`config.mk`:
```
export PLATFORM = sky130hd
export DESIGN_NAME = quick_queue_host
export DESIGN_NICKNAME = d
export VERILOG_FILES = /design/src/rtl/quick_queue_host.sv
export SDC_FILE = /design/constraint.sdc
export NUM_CORES = 1
export LEC_CHECK = 0
export BUFFER_PORTS_ARGS = -buffer_cell sky130_fd_sc_hd__buf_2
export CAP_MARGIN = 20
export CORE_MARGIN = 8
export CORE_UTILIZATION = 53
export DETAILED_ROUTE_END_ITERATION = 10
export HOLD_SLACK_MARGIN = 0.03
export PLACE_DENSITY = 0.91
export SLEW_MARGIN = 20
export SYNTH_ARGS = -nofsm -noshare
export SYNTH_HDL_FRONTEND = slang
export SYNTH_SLANG_ARGS = --single-unit
```
`constraint.sdc`:
```
create_clock -name clk -period 5.5 [get_ports clk]
set_input_delay 1.375 -clock clk [delete_from_list [all_inputs] [get_ports clk]]
set_output_delay 1.375 -clock clk [all_outputs]
set_load 0.01 [all_outputs]
```
`src/rtl/quick_queue_host.sv`:
```
// quick_queue_host: host-side initiator for the head node of a QuickQueue
// systolic chain. It turns client enqueue/dequeue/clear requests into
// single-cycle chain commands, spaces them by the chain's settle time,
// captures dequeued minimums and tracks occupancy.
module quick_queue_host #(
  parameter int W                  = 32,
  parameter int DEPTH              = 16,
  parameter int CNT_W              = 8,
  parameter int SETTLE_CYC         = 2,
  parameter int READ_LAT           = 2,
  parameter int RST_CYC            = 2,
  parameter logic [W-1:0] EMPTY_VAL = {W{1'b1}}
) (
  input  logic             clk,
  input  logic             reset_n_i,
  input  logic             enq_valid_i,
  input  logic [W-1:0]     enq_data_i,
  output logic             enq_ready_o,
  input  logic             deq_valid_i,
  output logic             deq_ready_o,
  output logic [W-1:0]     deq_data_o,
  output logic             deq_data_valid_o,
  input  logic             clear_i,
  output logic [W-1:0]     data_lt_o,
  output logic             write_o,
  output logic             read_o,
  output logic             reset_o,
  input  logic [W-1:0]     data_lt_i,
  output logic [CNT_W-1:0] count_o,
  output logic             full_o,
  output logic             empty_o,
  output logic             busy_o,
  output logic             chain_err_o
);

  // The occupancy counter must be able to represent a full chain, and every
  // timing phase must last at least one cycle.
  if (DEPTH > (2 ** CNT_W) - 1) begin : g_depth_chk
    $error("quick_queue_host: DEPTH does not fit in CNT_W bits");
  end
  if (SETTLE_CYC < 1 || READ_LAT < 1 || RST_CYC < 1 ||
      SETTLE_CYC > 256 || READ_LAT > 256 || RST_CYC > 256) begin : g_timing_chk
    $error("quick_queue_host: timing parameters must be within 1..256");
  end

  typedef enum logic [2:0] {
    IDLE,
    ENQ,
    DEQ,
    DEQ_WAIT,
    SETTLE,
    CLEAR
  } state_t;

  localparam logic [CNT_W-1:0] DEPTH_C  = CNT_W'(DEPTH);
  localparam logic [CNT_W-1:0] ONE_C    = CNT_W'(1);
  localparam logic [7:0]       SETTLE_L = 8'(SETTLE_CYC - 1);
  localparam logic [7:0]       READ_L   = 8'(READ_LAT - 1);
  localparam logic [7:0]       RST_L    = 8'(RST_CYC - 1);

  state_t     state;
  logic [7:0] wait_cnt;

  // Status flags and the client handshakes; clear beats dequeue beats enqueue.
  assign full_o      = (count_o == DEPTH_C);
  assign empty_o     = (count_o == '0);
  assign busy_o      = (state != IDLE);
  assign deq_ready_o = (state == IDLE) && !empty_o && !clear_i;
  assign enq_ready_o = (state == IDLE) && !full_o && !clear_i &&
                       !(deq_valid_i && !empty_o);

  // Command sequencer: issues one registered chain command per accepted
  // request, waits out read latency and reset hold, then the settle gap.
  always_ff @(posedge clk or negedge reset_n_i) begin
    if (!reset_n_i) begin
      state            <= IDLE;
      wait_cnt         <= '0;
      write_o          <= 1'b0;
      read_o           <= 1'b0;
      reset_o          <= 1'b0;
      data_lt_o        <= '0;
      deq_data_o       <= '0;
      deq_data_valid_o <= 1'b0;
      count_o          <= '0;
      chain_err_o      <= 1'b0;
    end else begin
      write_o          <= 1'b0;
      read_o           <= 1'b0;
      deq_data_valid_o <= 1'b0;
      case (state)
        IDLE: begin
          if (clear_i) begin
            state    <= CLEAR;
            reset_o  <= 1'b1;
            count_o  <= '0;
            wait_cnt <= RST_L;
          end else if (deq_valid_i && deq_ready_o) begin
            state   <= DEQ;
            read_o  <= 1'b1;
            count_o <= count_o - ONE_C;
          end else if (enq_valid_i && enq_ready_o) begin
            state     <= ENQ;
            write_o   <= 1'b1;
            data_lt_o <= enq_data_i;
            count_o   <= count_o + ONE_C;
          end
        end
        ENQ: begin
          state    <= SETTLE;
          wait_cnt <= SETTLE_L;
        end
        DEQ: begin
          state    <= DEQ_WAIT;
          wait_cnt <= READ_L;
        end
        DEQ_WAIT: begin
          if (wait_cnt == 8'd0) begin
            deq_data_o       <= data_lt_i;
            deq_data_valid_o <= 1'b1;
            if (data_lt_i == EMPTY_VAL) begin
              chain_err_o <= 1'b1;
            end
            state    <= SETTLE;
            wait_cnt <= SETTLE_L;
          end else begin
            wait_cnt <= wait_cnt - 8'd1;
          end
        end
        SETTLE: begin
          if (wait_cnt == 8'd0) begin
            state <= IDLE;
          end else begin
            wait_cnt <= wait_cnt - 8'd1;
          end
        end
        CLEAR: begin
          if (wait_cnt == 8'd0) begin
            reset_o  <= 1'b0;
            state    <= SETTLE;
            wait_cnt <= SETTLE_L;
          end else begin
            wait_cnt <= wait_cnt - 8'd1;
          end
        end
        default: state <= IDLE;
      endcase
    end
  end

endmodule

```
======== After elaboration in Yosys (flattened, before gate mapping) ========
Index checks and enable logic that the tools add are counted.
storage, ports and cells
  memory bits (writable) .................. 0
  flip-flop bits (word level) ............. 88
  bits in latches ......................... 0
  input port bits ......................... 69
  logic and storage cells ................. 81
  output and inout port bits .............. 82
  memory bits (read-only) ................. 0
  memories kept ........................... 0
cells by class
  add/sub/neg operators ................... 3
  div/mod/pow operators ................... 0
  bitwise operators ....................... 2
  muxes and demuxes ....................... 25
  multipliers ............................. 0
  reduce and logical (&&, ||, !) cells .... 28
  shift operators ......................... 0
  eq/ne operators ......................... 13
  magnitude comparators ................... 0
operators with widths
  kind                                                    number
  two-way mux 8 bit                                       6
  equality test 32 bit (second input constant)            1
  case mux 8 bit (4 select lines)                         1
  zero test 8 bit                                         2
  subtractor 8 x 1 -> 8 bit (second input constant)       2
  two-way mux 3 bit                                       5
  case mux 3 bit (5 select lines)                         1
  AND reduction 3 bit                                     4
  two-way mux 1 bit                                       11
  adder 8 x 1 -> 8 bit (second input constant)            1
  equality test 8 x 5 -> 1 bit (second input constant)    1
  logical AND 1 bit                                       8
  inequality test 2 bit (second input constant)           4
  equality test 3 x 2 -> 1 bit (second input constant)    2
  equality test 3 bit (second input constant)             2
  nonzero test 3 bit                                      2
  zero test 1 bit                                         4
  inequality test 4 x 2 -> 1 bit (second input constant)  1
  AND reduction 2 bit                                     2
  AND reduction 4 bit                                     1
  nonzero test 4 bit                                      1
  OR reduction 2 bit                                      2
  equality test 3 x 1 -> 1 bit (second input constant)    1
  zero test 3 bit                                         1
  4 further kinds                                         5

======== Depth between registers and ports, before layout ========
Gate-level depths: netlist (run 1).
  depth after elaboration ................. 10
  depth in mapped cells ................... 10
  mapped depth without buffers ............ 9

======== Worst setup path after synthesis (run 1) ========
No wires, ideal clock.
  kind .................................... input -> output
  start ................................... in clear_i
  end ..................................... out enq_ready_o
  stages on the path ...................... 2
  data required time ...................... 4.125 ns
  setup slack ............................. 1.980 ns
  data arrival time ....................... 2.145 ns
  path buffers ............................ 0
  path through ............................ or4_1 nor3_1
on the way
  word-level cells in the longest chain between the ends .. 3
RTL lines
  what                            line  RTL
  from (decl)                     23    input logic clear_i,
  zero test 1 bit                 69    assign enq_ready_o = (state == IDLE) && !full_o && !clear_i &&
  logical AND 1 bit (2 in a row)  69
  to (decl)                       18    output logic enq_ready_o,
No other way between the ends.

======== Worst setup path after layout (run 1) ========
Ends and elaborated chain as after synthesis.

==> run_results.csv, run 1 <==
group,metric,value,unit
status,status,"finished clean",
clock_network,cts_tree,"done",
sta,min_period_over_period,68.3,%
detailed_routing,vias,3191,
synthesis,yosysSeqAreaShare,54.0,%
sta,report.final.slew_viol_count,0,
detailed_routing,routed_wl,10400,um
worst_setup_path,cp_data_required_time,4.12,ns
job,maxCapViolCount,0,
synthesis,synth-main-ff-cell,"dfrtp_1",
clock_network,cts.sinks,88,
global_route,grt_pass1_wl,17000,um
power_and_ir_drop,peakVddDrop,0.267,mV
clock_network,clock_latency,0.34,ns
finish,seq_area,2200,um2
sta,setup_slack,1.74,ns
synthesis,yosys.area.top_type,"dfrtp_1",
global_route,grt_pass1_vias,3349,
sta,finalCriticalPeriod,3.76,ns
global_route,grt_usage,19.0,%
finish,final_area,5110,um2
clock_network,cts_resized,0,
global_route,overflow,0,
power_and_ir_drop,p_total,2270,uW
floorplanning,die_area,10800,um2
worst_setup_path,r2r_setup_slack,2.38,ns
clock_network,cts_buffers,9,
clock_network,cts_buffer_depth,2,
synthesis,synth.top_cell.area_share,54.0,%
hold_path,min-delay-start,"chain_err_o",
floorplanning,rows,32,
floorplanning,core,7610,um2
worst_setup_path,timing.rr.end,"count_o[7]",
worst_setup_path,startpoint_type,"input pin",
worst_setup_path,slowest_stage,"or4_1",
finish,fillCellCount,574,
synthesis,synth-seq-cells,88,
worst_setup_path,cp_max_fo,12,
hold_path,min_path_type,"reg -> reg",
placed_design,postPlaceCellArea,4900,um2
clock_network,cts-root-buf,"clkbuf_8",
global_route,antenna_found_initial,0,
sta,fin_worst_skew,0.0180,ns
synthesis,synth_common_cells,"dfrtp_1 (88), mux2_2 (58), nand2_1 (16)",
sta,fmax,0.266,GHz
power_and_ir_drop,p_leak,0.00267,uW
hold_path,hold_depth,1,
worst_setup_path,r2r_cells,9,
synthesis,synth_cell_types,49,
sta,setup_tns,0,ns
sta,rsz0062_at_grt,"false",
clock_network,path_clk_slew,0.08,ns
synthesis,synthTopCellsByArea,"dfrtp_1 (54%), mux2_2 (16%), ha_1 (2.5%)",
finish,syn2layout_area_growth,25.2,%
sta,worst_pin_slew,1.06,ns
synthesis,avgSynthCellArea,12.5,um2
detailed_routing,wl_per_cell,17.8,um
placed_design,io_buffers,150,
detailed_routing,first_pass_iters,4,
sta,hold_viol_final,0,
clock_network,postCtsSetupBuffers,0,
floorplanning,io_pins,151,
finish,multi_input_area,1760,um2
sta,setup_viol,0,
finish,drive_above_1_share,49.6,%
synthesis,post-synth-top-count-cell,"dfrtp_1",
synthesis,synth_area,4080,um2
synthesis,async_flop_share,100,%
synthesis,synth_edf_count,0,
worst_setup_path,crit_top_cell,"buf_2",
synthesis,syn_nets,405,
clock_network,cts_hold_buf,0,
synthesis,yosys_warnings,0,
worst_setup_path,worstSetupEndpointType,"output port",
worst_setup_path,path_cells,"buf_2 > or4_1 > nor3_1 > buf_2",
detailed_routing,ant_nets,0,
sta,slew_headroom,28.8,%
hold_path,hold_end,"chain_err_o",
finish,nNetsFinal,555,
detailed_routing,viasPerCell,5.46,
floorplanning,chipHeight,104,um
worst_setup_path,cp.arrival,2.38,ns
worst_setup_path,r2r_start,"count_o[2]",
finish,antenna_cells,0,
global_route,grt_max_degree,89,
synthesis,netlist_instances,327,
worst_setup_path,cp_slowest_stage_delay,0.47,ns
power_and_ir_drop,power_density,445,nW/um2
detailed_routing,drc_errors,0,
placed_design,dp_hpwl,8170,um
worst_setup_path,critPathKind,"in -> out",
floorplanning,die_x,104,um
placed_design,dpl_worst_slack,1.73,ns
clock_network,htree_levels,3,
floorplanning,start_util,53.6,%
detailed_routing,drtIter0Drc,150,
placed_design,place_congestion,0.932,
registers in the layout, summed over array words and instances (netlist names):
name / count
chain_err_o: 1
write_o: 1
read_o: 1
deq_data_valid_o: 1
deq_data_o: 32
state: 3
reset_o: 1
data_lt_o: 32
wait_cnt: 8
count_o: 8
where the power goes:
| group | internal (uW) | switching [uW] | leakage [uW] |
|---|---|---|---|
| registers | 817 | 166 | 0.00114 |
| clock network | 215 | 229 | 0.0000977 |
| logic | 399 | 447 | 0.00143 |
cell type report:
type,instances,area share [%]
tap,102,2.50
timing repair buffer,151,15.0
sequential,88,43.1
multi-input combinational,213,34.4
clock inverter,7,1.54
clock buffer,9,2.43
inverter,14,1.03
worst max-delay path, delay by kind of cell:
kind | cells | cell delay [ns]
and+or+nand+nor | 2 | 0.67
buffers and inverters | 2 | 0.33
metal layers:
metal  share of wire, %  global-route usage, %  up-vias
li1                   -                      -     1503
met5                  0                      0        -
met2                 51                   33.8      111
met1                 41                   22.0     1569
met4                1.3                   5.69        0
met3                6.3                   4.83        8
placed cells by master, fill, tap and decap left out, types with 3 or more instances in the layout:
master	Yosys	final
a211oi_1	4	4
a21oi_1	14	14
a22oi_1	4	4
buf_2	6	149
clkbuf_8	0	9
dfrtp_1	88	88
ha_1	8	8
inv_1	12	12
mux2_2	58	58
mux2_4	4	4
nand2_1	16	16
nand2b_1	6	6
nand4_1	12	12
nor2_1	13	13
nor2b_1	3	3
nor3_1	5	5
nor4_1	4	4
o211ai_1	3	3
o21ai_0	14	14
o311ai_1	3	3
o31ai_1	4	4
xor2_1	6	6
kinds of logic after synthesis:
logic type | after synthesis | synth area share, %
compound gates | 59 | 10.1
fa+ha+maj | 9 | 2.94
xor+xnor | 8 | 1.72
simple gates | 73 | 10.3
flops | 88 | 54.0
buf+inv | 26 | 2.94
mux | 64 | 18.0
metrics by stage:
stage	std cells	hold WS [ns]	util [%]
after floorplan	327	0.506	-
after global placement	568	0.444	64.4
after detailed placement	568	0.450	64.4
after CTS	584	0.468	67.1
after global routing	584	0.520	67.1
final	584	0.465	67.1
worst max-delay path by stage:
stage | from | to | cells past startpoint | slack [ns]
global route | clear_i | enq_ready_o | 4 | 1.63
finish | clear_i | enq_ready_o | 4 | 1.74
detailed placement | clear_i | enq_ready_o | 4 | 1.73
CTS | clear_i | enq_ready_o | 4 | 1.73
floorplan | clear_i | enq_ready_o | 2 | 1.98
global placement | clear_i | enq_ready_o | 4 | 1.77
(Power assumes the default switching activity.)
==> run 2: changes to the inputs <==
- CORE_UTILIZATION: 53 -> 49
- PLACE_DENSITY: 0.91 -> 0.85
- clock period: 5.5 -> 3.9 ns (I/O delays scaled with it)
==> run_results.csv, run 2 (same netlist as run 1, synthesis figures left out) <==
group,metric,value,unit
floorplanning,die_x,107,um
worst_setup_path,critical_path_depth,9,
power_and_ir_drop,power_density,627,nW/um2
worst_setup_path,cp_max_fo,13,
worst_setup_path,path_cells,"or4_4 > o311ai_4 > inv_2 > ha_1 > a211oi_1 > o211ai_1 > and2_1 > a211oi_1 > a211oi_1",
worst_setup_path,timing.rr.end,"count_o[7]",
clock_network,cts_buffer_depth,2,
hold_path,min-delay-start,"deq_data_o[31]",
worst_setup_path,r2r_start,"count_o[2]",
sta,rsz0062_at_grt,"false",
placed_design,dpl_worst_slack,0.582,ns
sta,finalCriticalPeriod,3.16,ns
sta,slew_headroom,49.4,%
finish,seq_area,2200,um2
sta,hold_viol_final,0,
worst_setup_path,crit_top_cell,"a211oi_1",
detailed_routing,first_pass_iters,4,
placed_design,place_congestion,0.869,
status,status,"finished clean",
worst_setup_path,path_delay_family,"compound AO/OA/AOI/OAI gates",
finish,mostFrequentLayoutCell,"buf_2",
clock_network,clock_latency,0.35,ns
finish,reg_top3,"data_lt_o: 32 flops, deq_data_o: 32 flops",
sta,setup_slack,0.737,ns
finish,fillCellCount,641,
sta,fin_worst_skew,0.0118,ns
detailed_routing,vias,3202,
worst_setup_path,cp_slowest_stage_delay,0.61,ns
clock_network,path_clk_slew,0.09,ns
clock_network,cts-root-buf,"clkbuf_8",
global_route,grt_max_degree,89,
worst_setup_path,critPathKind,"reg -> reg",
floorplanning,io_pins,151,
worst_setup_path,slowest_stage,"or4_4",
finish,layout_common_cells,"buf_2 (149), dfrtp_1 (88), mux2_2 (58)",
detailed_routing,viasPerCell,5.44,
worst_setup_path,r2r_cells,9,
finish,syn2layout_area_growth,26.2,%
floorplanning,core,8130,um2
detailed_routing,drc_errors,0,
clock_network,cts_buffers,9,
sta,setup_tns,0,ns
detailed_routing,routed_wl,10600,um
sta,fmax,0.316,GHz
finish,drive_above_1_share,49.8,%
worst_setup_path,startpoint,"count_o[2]",
global_route,grt_pass1_vias,3254,
finish,utilization,63.3,%
power_and_ir_drop,p_leak,0.00269,uW
placed_design,dp_hpwl,8210,um
global_route,antenna_found_initial,0,
worst_setup_path,cp_data_required_time,4.12,ns
global_route,grt_pass1_wl,16700,um
clock_network,cts_tree,"done",
finish,nNetsFinal,557,
power_and_ir_drop,peakVddDrop,0.338,mV
global_route,overflow,0,
worst_setup_path,worstSetupEndpointType,"register",
clock_network,cts_resized,0,
clock_network,postCtsSetupBuffers,0,
worst_setup_path,crit_path_end,"count_o[7]",
job,maxCapViolCount,0,
detailed_routing,drtIter0Drc,133,
detailed_routing,wl_per_cell,18.0,um
worst_setup_path,r2r_setup_slack,0.74,ns
power_and_ir_drop,p_total,3230,uW
detailed_routing,ant_nets,0,
clock_network,cts.sinks,88,
finish,multi_input_area,1760,um2
clock_network,cts_hold_buf,0,
sta,min_period_over_period,81.1,%
floorplanning,start_util,50.1,%
clock_network,htree_levels,3,
worst_setup_path,cp.arrival,3.38,ns
finish,antenna_cells,0,
worst_setup_path,cp_num_buf_inv,1,
placed_design,io_buffers,150,
floorplanning,die_area,11500,um2
sta,report.final.slew_viol_count,0,
sta,setup_viol,0,
global_route,grt_usage,18.1,%
worst_setup_path,startpoint_type,"register",
floorplanning,chipHeight,107,um
hold_path,min_path_type,"reg -> reg",
sta,worst_pin_slew,0.759,ns
floorplanning,rows,33,
## run 2: cell types whose count changed in the layout (fill, tap and decap cells not counted)
cell | before | now
buf_12 | 0 | 1
buf_4 | 1 | 2
clkbuf_8 | 9 | 10
clkinv_2 | 1 | 0
## run 2: layout make-up
class / count / area share [%]
Inverter: 14 / 1.02
Multi-Input combinational cell: 213 / 34.1
Tap cell: 105 / 2.55
Clock inverter: 6 / 1.43
Clock buffer: 10 / 2.67
Timing Repair Buffer: 153 / 15.4
Sequential cell: 88 / 42.8
## run 2: worst min path at each step
stage	depth (start not counted)	slack (ns)	endpoint
floorplan	2	0.51	wait_cnt[7]
global placement	1	0.45	chain_err_o
detailed placement	1	0.48	deq_data_o[30]
CTS	1	0.50	deq_data_o[30]
global route	1	0.52	deq_data_o[30]
finish	1	0.50	deq_data_o[31]
## run 2: metal layers
| layer | GRT usage [%] | vias to the layer above | wire [um] |
|---|---|---|---|
| li1 | - | 1506 | - |
| met4 | 5.73 | 0 | 115 |
| met1 | 21.0 | 1546 | 4070 |
| met3 | 6.06 | 13 | 1100 |
| met2 | 30.8 | 137 | 5290 |
| met5 | 0 | - | 0 |
## run 2: power by group
| part | leakage (uW) | switching (uW) | internal (uW) |
|---|---|---|---|
| clock | 0.000101 | 335 | 321 |
| sequential | 0.00114 | 239 | 1150 |
| combinational | 0.00145 | 615 | 564 |
## run 2: stage by stage
step	instances	hold slack, ns	area, um2
final	589	0.496	5150
after global routing	589	0.518	5150
after CTS	589	0.503	5140
after detailed placement	573	0.481	4930
after global placement	573	0.448	4930
after floorplan	327	0.506	4080
==> run 3: changes to the inputs <==
- CORE_UTILIZATION: 49 -> 45
- PLACE_DENSITY: 0.85 -> 0.83
- clock period: 3.9 -> 2.9 ns (I/O delays scaled with it)
==> run_results.csv, run 3 (same netlist as run 1, synthesis figures left out) <==
group,metric,value,unit
worst_setup_path,slowest_stage,"or4_4",
worst_setup_path,r2r_start,"count_o[7]",
global_route,grt_pass1_wl,17400,um
clock_network,cts.sinks,88,
placed_design,postPlaceCellArea,5010,um2
floorplanning,rows,34,
sta,worst_pin_slew,1.12,ns
sta,hold_viol_final,0,
detailed_routing,wl_per_cell,17.6,um
global_route,overflow,0,
clock_network,htree_levels,3,
floorplanning,io_pins,151,
clock_network,path_clk_slew,0.10,ns
placed_design,dp.cells,586,
global_route,antenna_found_initial,0,
detailed_routing,first_pass_iters,5,
worst_setup_path,r2r_setup_slack,0.12,ns
finish,final_cells,604,
sta,finalCriticalPeriod,2.78,ns
detailed_routing,viasPerCell,5.44,
worst_setup_path,r2r_cells,9,
detailed_routing,vias,3283,
finish,layout_common_cells,"buf_2 (149), dfrtp_1 (87), mux2_2 (58)",
power_and_ir_drop,peakVddDrop,0.518,mV
power_and_ir_drop,p_leak,0.00277,uW
sta,slew_headroom,24.9,%
hold_path,min_path_type,"in -> async",
worst_setup_path,cp_max_fo,9,
sta,fmax,0.359,GHz
global_route,grt_usage,17.0,%
worst_setup_path,cp_data_required_time,3.15,ns
floorplanning,die_x,111,um
worst_setup_path,worstSetupEndpointType,"register",
floorplanning,core,8760,um2
worst_setup_path,cp_num_buf_inv,1,
worst_setup_path,cp.arrival,3.03,ns
status,status,"finished clean",
global_route,grt_pass1_vias,3344,
clock_network,cts_buffer_depth,2,
finish,drive_above_1_share,52.8,%
clock_network,clock_latency,0.35,ns
sta,report.final.slew_viol_count,0,
job,maxCapViolCount,0,
finish,syn2layout_area_growth,30.9,%
clock_network,cts-root-buf,"clkbuf_8",
clock_network,cts_tree,"done",
sta,min_period_over_period,96.0,%
floorplanning,chipHeight,111,um
detailed_routing,ant_nets,0,
global_route,grt_max_degree,47,
worst_setup_path,timing.rr.end,"count_o[6]",
power_and_ir_drop,p_total,4620,uW
placed_design,place_congestion,0.867,
worst_setup_path,path_cells,"or4_4 > o311ai_4 > inv_4 > fa_1 > a21oi_1 > o211ai_1 > a21oi_1 > xnor2_1 > a22o_1",
detailed_routing,drtIter0Drc,181,
finish,utilization,60.9,%
worst_setup_path,startpoint_type,"register",
finish,fillCellCount,684,
finish,reg_top3,"data_lt_o: 32 flops, deq_data_o: 32 flops",
power_and_ir_drop,power_density,865,nW/um2
worst_setup_path,crit_top_cell,"a21oi_1",
clock_network,cts_buffers,9,
floorplanning,start_util,46.5,%
detailed_routing,routed_wl,10600,um
detailed_routing,drc_errors,0,
finish,final_area,5340,um2
placed_design,dp_hpwl,8320,um
worst_setup_path,cp_slowest_stage_delay,0.54,ns
floorplanning,die_area,12400,um2
worst_setup_path,critPathKind,"reg -> reg",
sta,fin_worst_skew,0.0149,ns
sta,setup_viol,0,
finish,antenna_cells,0,
placed_design,io_buffers,150,
sta,timing.hold.ws,0.353,ns
finish,nNetsFinal,569,
worst_setup_path,path_delay_family,"compound AO/OA/AOI/OAI gates",
finish,mostFrequentLayoutCell,"buf_2",
[run 3: report_power, final]
| group | internal (uW) | switching (uW) | total [uW] |
|---|---|---|---|
| Combinational | 846 | 940 | 1790 |
| Clock | 581 | 451 | 1030 |
| Sequential | 1550 | 247 | 1800 |
| Total | 2980 | 1640 | 4620 |
[run 3: timing repair]
action,4_1_cts,5_1_grt
endpoints found under the hold margin,0,0
hold buffers,0,0
buffers inserted,0,2
resized for setup,0,10
endpoints found under the setup margin,0,2
[run 3: metal layers]
layer  vias to the layer above  global-route usage [%]  wire length, um
met4                         0                    4.36              104
met5                         -                       0                0
met3                        12                    6.01              932
met2                       137                    28.7             5360
li1                       1533                       -                -
met1                      1601                    20.0             4240
[run 3: worst max path at each step]
stage / startpoint / end / depth (start not counted)
after floorplan: count_o[2] / count_o[7] / 9
after detailed placement: count_o[7] / count_o[7] / 9
after global placement: clear_i / count_o[7] / 10
after CTS: count_o[7] / count_o[7] / 9
after global routing: count_o[7] / count_o[7] / 9
final: count_o[7] / count_o[6] / 9
[run 3: metrics by stage]
step,TNS (ns),setup slack [ns]
after global routing,-0.0236,-0.0236
after floorplan,0,0.0515
after detailed placement,0,0.0745
after global placement,0,0.149
after CTS,0,0.0593
final,0,0.117
[run 3: cell type report]
type / count / area (um2) / share of cell area (%)
clock buffer: 9 / 124 / 2.32
clock inverter: 7 / 125 / 2.34
inverter: 14 / 55.1 / 1.03
multi-input combinational: 213 / 1820 / 34.0
sequential: 88 / 2200 / 41.3
tap: 108 / 135 / 2.53
timing repair buffer: 165 / 878 / 16.5
